## src/rtl/lsu_sb.sv

```systemverilog
// rtl/lsu_sb.sv - load/store responder with a posted store buffer
// Stores post into a FIFO that drains to the bus; loads wait for the drain, then read, align and extend.
module lsu_sb #(
  parameter int DEPTH = 4,
  parameter int AW    = 32
) (
  input  logic          clk,
  input  logic          rst,
  input  logic          mem_re_i,
  input  logic [AW-1:0] mem_raddr_i,
  input  logic          mem_we_i,
  input  logic [AW-1:0] mem_waddr_i,
  input  logic [31:0]   mem_wdata_i,
  input  logic [3:0]    byte_sel_i,
  input  logic          un_sign_i,
  input  logic [4:0]    rd_waddr_i,
  output logic          hold_o,
  output logic          rd_we_o,
  output logic [4:0]    rd_waddr_o,
  output logic [31:0]   rd_wdata_o,
  output logic          misalign_o,
  output logic          bus_req_o,
  output logic          bus_we_o,
  output logic [AW-1:0] bus_addr_o,
  output logic [3:0]    bus_be_o,
  output logic [31:0]   bus_wdata_o,
  input  logic          bus_gnt_i,
  input  logic          bus_rvalid_i,
  input  logic [31:0]   bus_rdata_i
);
  localparam int PW = $clog2(DEPTH);
  localparam logic [PW:0]   FULL_CNT = (PW+1)'(DEPTH);
  localparam logic [PW:0]   CNT_ONE  = (PW+1)'(1);
  localparam logic [PW-1:0] PTR_ONE  = (PW)'(1);

  typedef enum logic [2:0] {IDLE, LD_DRAIN, LD_REQ, LD_WAIT, LD_DONE} state_e;

  state_e        state_q, state_d;
  logic [AW-1:0] fifo_addr_q [DEPTH];
  logic [3:0]    fifo_be_q   [DEPTH];
  logic [31:0]   fifo_data_q [DEPTH];
  logic [PW-1:0] wr_ptr_q, rd_ptr_q;
  logic [PW:0]   count_q, count_d;
  logic [4:0]    rd_waddr_q, rd_waddr_d;
  logic [31:0]   rd_wdata_q, rd_wdata_d;

  logic [1:0]  st_off, ld_off;
  logic        st_mis, ld_mis, full, empty, idle, push, pop, ld_acc, drain, ld_busy;
  logic [31:0] ld_sh, ld_ext;

  function automatic logic size_mis(input logic [3:0] sel, input logic [1:0] off);
    return ((sel == 4'b0011) && off[0]) || ((sel == 4'b1111) && (off != 2'b00));
  endfunction

  assign st_off  = mem_waddr_i[1:0];
  assign ld_off  = mem_raddr_i[1:0];
  assign st_mis  = size_mis(byte_sel_i, st_off);
  assign ld_mis  = size_mis(byte_sel_i, ld_off);
  assign full    = (count_q == FULL_CNT);
  assign empty   = (count_q == '0);
  assign idle    = (state_q == IDLE);
  assign ld_busy = (state_q == LD_DRAIN) || (state_q == LD_REQ) || (state_q == LD_WAIT);

  // A store in the same cycle as a load wins; the load is simply not accepted.
  assign push   = idle && mem_we_i && !st_mis && !full;
  assign ld_acc = idle && mem_re_i && !mem_we_i && !ld_mis;
  assign drain  = (idle || (state_q == LD_DRAIN)) && !empty;
  assign pop    = drain && bus_gnt_i;

  assign misalign_o = mem_we_i ? st_mis : (mem_re_i && ld_mis);
  assign hold_o     = (idle && mem_we_i && !st_mis && full) || ld_acc || ld_busy;
  assign rd_we_o    = (state_q == LD_DONE) && (rd_waddr_q != 5'd0);
  assign rd_waddr_o = rd_waddr_q;
  assign rd_wdata_o = rd_wdata_q;

  assign ld_sh = bus_rdata_i >> {ld_off, 3'b000};

  always_comb begin
    ld_ext = ld_sh;
    case (byte_sel_i)
      4'b0001: ld_ext = {{24{un_sign_i & ld_sh[7]}}, ld_sh[7:0]};
      4'b0011: ld_ext = {{16{un_sign_i & ld_sh[15]}}, ld_sh[15:0]};
      default: ld_ext = ld_sh;
    endcase
  end

  always_comb begin
    count_d = count_q;
    if (push && !pop) begin
      count_d = count_q + CNT_ONE;
    end else if (pop && !push) begin
      count_d = count_q - CNT_ONE;
    end
  end

  always_comb begin
    state_d    = state_q;
    rd_waddr_d = rd_waddr_q;
    rd_wdata_d = rd_wdata_q;
    unique case (state_q)
      IDLE: begin
        if (ld_acc) begin
          rd_waddr_d = rd_waddr_i;
          state_d    = empty ? LD_REQ : LD_DRAIN;
        end
      end
      LD_DRAIN: if (count_d == '0) state_d = LD_REQ;
      LD_REQ:   if (bus_gnt_i) state_d = LD_WAIT;
      LD_WAIT: begin
        if (bus_rvalid_i) begin
          rd_wdata_d = ld_ext;
          state_d    = LD_DONE;
        end
      end
      LD_DONE:  state_d = IDLE;
      default:  state_d = IDLE;
    endcase
  end

  always_comb begin
    bus_req_o   = 1'b0;
    bus_we_o    = 1'b0;
    bus_addr_o  = '0;
    bus_be_o    = 4'b0000;
    bus_wdata_o = 32'd0;
    if (drain) begin
      bus_req_o   = 1'b1;
      bus_we_o    = 1'b1;
      bus_addr_o  = fifo_addr_q[rd_ptr_q];
      bus_be_o    = fifo_be_q[rd_ptr_q];
      bus_wdata_o = fifo_data_q[rd_ptr_q];
    end else if (state_q == LD_REQ) begin
      bus_req_o  = 1'b1;
      bus_addr_o = {mem_raddr_i[AW-1:2], 2'b00};
      bus_be_o   = byte_sel_i << ld_off;
    end
  end

  always_ff @(posedge clk or posedge rst) begin
    if (rst) begin
      state_q    <= IDLE;
      wr_ptr_q   <= '0;
      rd_ptr_q   <= '0;
      count_q    <= '0;
      rd_waddr_q <= 5'd0;
      rd_wdata_q <= 32'd0;
    end else begin
      state_q    <= state_d;
      count_q    <= count_d;
      rd_waddr_q <= rd_waddr_d;
      rd_wdata_q <= rd_wdata_d;
      if (push) wr_ptr_q <= wr_ptr_q + PTR_ONE;
      if (pop)  rd_ptr_q <= rd_ptr_q + PTR_ONE;
    end
  end

  // Entries are only observed while counted as valid, so the storage needs no reset.
  always_ff @(posedge clk) begin
    if (push) begin
      fifo_addr_q[wr_ptr_q] <= {mem_waddr_i[AW-1:2], 2'b00};
      fifo_be_q[wr_ptr_q]   <= byte_sel_i << st_off;
      fifo_data_q[wr_ptr_q] <= mem_wdata_i << {st_off, 3'b000};
    end
  end
endmodule

```

## config.mk

```make
export PLATFORM = sky130hd
export DESIGN_NAME = lsu_sb
export DESIGN_NICKNAME = d
export VERILOG_FILES = /design/src/rtl/lsu_sb.sv
export SDC_FILE = /design/constraint.sdc
export NUM_CORES = 1
export LEC_CHECK = 0
export CAP_MARGIN = 5
export CORE_MARGIN = 5
export CORE_UTILIZATION = 40
export CTS_BUF_LIST = sky130_fd_sc_hd__clkbuf_4 sky130_fd_sc_hd__clkbuf_8
export DETAILED_ROUTE_END_ITERATION = 16
export PLACE_DENSITY = 0.75
export SKIP_CTS_REPAIR_TIMING = 1
export SLEW_MARGIN = 20
export SYNTH_ARGS = -nofsm -noshare
export SYNTH_HDL_FRONTEND = slang
export SYNTH_SLANG_ARGS = --single-unit
```

## constraint.sdc

```tcl
create_clock -name clk -period 6.4 [get_ports clk]
set_input_delay 1.28 -clock clk [delete_from_list [all_inputs] [get_ports clk]]
set_output_delay 1.28 -clock clk [all_outputs]
set_load 0.01 [all_outputs]
```

==> results.sh <==
export IMPL_synthCells=837
export IMPL_seq_power_share_pct=38.7
export IMPL_fin_crit_ns=4.82
export IMPL_r2r_cells=4
export IMPL_ff2ff_setup_slack_ns=3.53
export IMPL_synth_area_per_cell_um2=16.0
export IMPL_synth_seq_cells=311
export IMPL_grt_pass1_wl_um=50100
export IMPL_start_util_pct=40.3
export IMPL_worst_path_buf_inv=3
export IMPL_final_setup_viol_count=0
export IMPL_cp_startpoint="mem_raddr_i[1]"
export IMPL_antenna_found_initial=4
export IMPL_die_area_mm2=0.0373
export IMPL_crit_chain="clkdlybuf4s50_1 > buf_4 > nor2b_1 > a21oi_1 > o21ai_0 > clkdlybuf4s50_1"
export IMPL_ys_seq_area_share_pct=67.9
export IMPL_portBuffers=251
export IMPL_combinationalPowerShare_pct=38.6
export IMPL_wire_per_inst_um=20.8
export IMPL_final_antenna_net_count=0
export IMPL_cp_end_kind="primary output"
export IMPL_netlist_area_mm2=0.0134
export IMPL_via_per_inst=5.26
export IMPL_drc=0
export IMPL_drv_cap=0
export IMPL_max_slew_margin_pct=33.6
export IMPL_core_area_mm2=0.0333
export IMPL_cts_tree="done"
export IMPL_place_area_mm2=0.0164
export IMPL_grt_overflow=0
export IMPL_die_y_um=193
export IMPL_power_density_mw_per_mm2=416
export IMPL_hold_end="rd_wdata_o[3]$_DFFE_PP0P_"
export IMPL_areaGrowthSynthToFinish_pct=29.2
export IMPL_final_cell_mix="264 x edfxtp_1, 249 x clkdlybuf4s50_1, 68 x nand2_1"
export IMPL_fin_skew_ns=0.0248
export IMPL_swShare_pct=31.6
export IMPL_hold_violations=0
export IMPL_period_share_pct=75.3
export IMPL_grt_pass1_vias=8701
export IMPL_design_area_mm2=0.0173
export IMPL_crit_type="in -> out"
export IMPL_ys_types=55
export IMPL_hold_class="reg -> reg"
export IMPL_cp_data_arrival_time_ns=3.54
export IMPL_fp_dieW_um=193
export IMPL_worstHoldStart="rd_wdata_o[3]$_DFFE_PP0P_"
export IMPL_tightest_slew_ns=0.995
export IMPL_layout_nets=1246
export IMPL_clk_pin_slew_worst_paths_ns=0.05
export IMPL_clkPwrFrac_pct=22.7
export IMPL_worst_hold_slack_ns=0.473
export IMPL_synth_area_leader_cell="edfxtp_1"
export IMPL_rows=67
export IMPL_slew_viol_final=0
export IMPL_crit_top_cell="clkdlybuf4s50_1"
export IMPL_h_tree_depth=2
export IMPL_drt_pre_antenna_iters=5
export IMPL_max_clock_path_buffers=3
export IMPL_final_common_cell="edfxtp_1"
export IMPL_ys_warn_count=0
export IMPL_insertion_delay_ns=0.56
export IMPL_ys_flop_type="edfxtp_1"
export IMPL_reg2reg_to="fifo_addr_q[2][12]$_DFFE_PP_"
export IMPL_leakagePower_nw=6.12
export IMPL_min_delay_path_depth=2
export IMPL_crit_fanout=31
export IMPL_outcome="completed"
export IMPL_rsz0062_at_grt="no"
export IMPL_crit_required_ns=5.12
export IMPL_drive_gt1_share_pct=16.0
export IMPL_synth_edff_count=264
export IMPL_ir_drop_v=0.000210
export IMPL_p_sw_mw=2.28
export IMPL_rr_startpoint="state_q[0]$_DFFE_PP0P_"
export IMPL_cts_sinks=311
export IMPL_ys_async_sr_fraction_pct=15.1
export IMPL_drt_initial_drc_count=512
export IMPL_cpPeakStageDelay_ns=0.63
export IMPL_slowest_stage="clkdlybuf4s50_1"
export IMPL_wirelength_um=32800
export IMPL_fmax_mhz=207
export IMPL_ioPinCount=254
export IMPL_globalplace_congestion=0.860
export IMPL_intPower_mw=4.92
export IMPL_clock_root_buffer="clkbuf_8"
export IMPL_synth_top_cell_area_share_pct=59.1
export IMPL_start_kind="primary input"
export IMPL_cts_made_buffers=49
export IMPL_hpwl_um=21500
export IMPL_grt_max_degree=49
export IMPL_grt_total_usage_pct=17.4
export IMPL_num_vias=8310
export IMPL_synth_area_leaders="edfxtp_1 59%, mux4_2 11%, dfrtp_1 8.8%"
export IMPL_cp_top_family="buffers and inverters"
export IMPL_fin_setup_tns_ns=0
## stage by stage
stage / utilization [%] / power, mW / cells / setup WS [ns]
floorplan: - / 4.28 / 838 / 2.46
CTS: 52.1 / 7.30 / 1579 / 1.54
detailed placement: 49.2 / 5.64 / 1492 / 1.53
global placement: 49.2 / 5.61 / 1492 / 1.58
finish: 52.1 / 7.20 / 1580 / 1.58
global route: 52.1 / 7.62 / 1580 / 1.40
## cell families after synthesis
kind of cell               synth area share, %
DFF                                       67.9
and+or+nand+nor                           7.42
AOI/OAI and AO/OA                         6.69
muxes                                     14.9
buffers and inverters                     2.01
adders and majority gates                0.653
xor gates and xnor gates                 0.392
other                                   0.0280
## registers in the layout, indices dropped and copies added, names as in the netlist
register	flops
fifo_data_q	128
fifo_addr_q	120
rd_wdata_o	32
fifo_be_q	16
rd_waddr_o	5
count_q	3
state_q	3
rd_ptr_q	2
wr_ptr_q	2
## power by group through the flow
stage          registers [mW]  logic (mW)  clock network [mW]
4_1_cts                  2.79        2.82                1.69
3_3_place_gp             2.82        2.79                   0
6_report                 2.79        2.78                1.63
5_1_grt                  2.84        2.99                1.78
3_5_place_dp             2.84        2.81                   0
2_1_floorplan            2.71        1.57                   0
## metal layers
metal  share of wire (%)  GRT usage (%)  wire [um]
met5                0.10              0         34
met3                 8.9           4.88       2920
met4                 1.9           4.52        612
met1                  41           22.8      13400
met2                  48           29.0      15900
## cell type report
| class | count | area [um^2] |
|---|---|---|
| fillers | 2728 | 16000 |
| flip-flops and latches | 311 | 9110 |
| multi-input cells | 463 | 4080 |
| repair buffers | 261 | 2580 |
| clock buffers | 64 | 787 |
| well taps | 448 | 561 |
| clock inverters | 23 | 171 |
| inverters | 9 | 35.0 |
| diodes | 1 | 2.50 |
## worst max path at each step
stage | to | slack, ns | cells past startpoint
after floorplan | fifo_addr_q[0][0]$_DFFE_PP_ | 2.46 | 4
after global placement | bus_be_o[2] | 1.58 | 6
after detailed placement | bus_be_o[2] | 1.53 | 6
after CTS | bus_be_o[2] | 1.54 | 6
after global routing | bus_be_o[2] | 1.40 | 6
final | bus_be_o[2] | 1.58 | 6
## cell usage after synthesis (all sizes together) (3+ instances only)
library cell  count
nor2b            13
o211ai            7
a22o             33
dfrtp            47
xnor2             6
nor2             48
nor3              4
edfxtp          264
a21oi            31
mux2i            37
inv               9
and2              9
mux4             66
ha                7
buf              22
o22a              8
nand2            68
a211oi            9
nand3             3
clkbuf           33
and3             40
nand2b            4
or2               4
o21ai            23
mux2             13
nor3b             3
## worst min-delay path: cells and delay by family (launching register included)
kind	cells	cell delay [ns]
AND/OR/NAND/NOR	2	0.10
flip-flops	1	0.34
No activity file was read; power rests on OpenSTA's default activity.
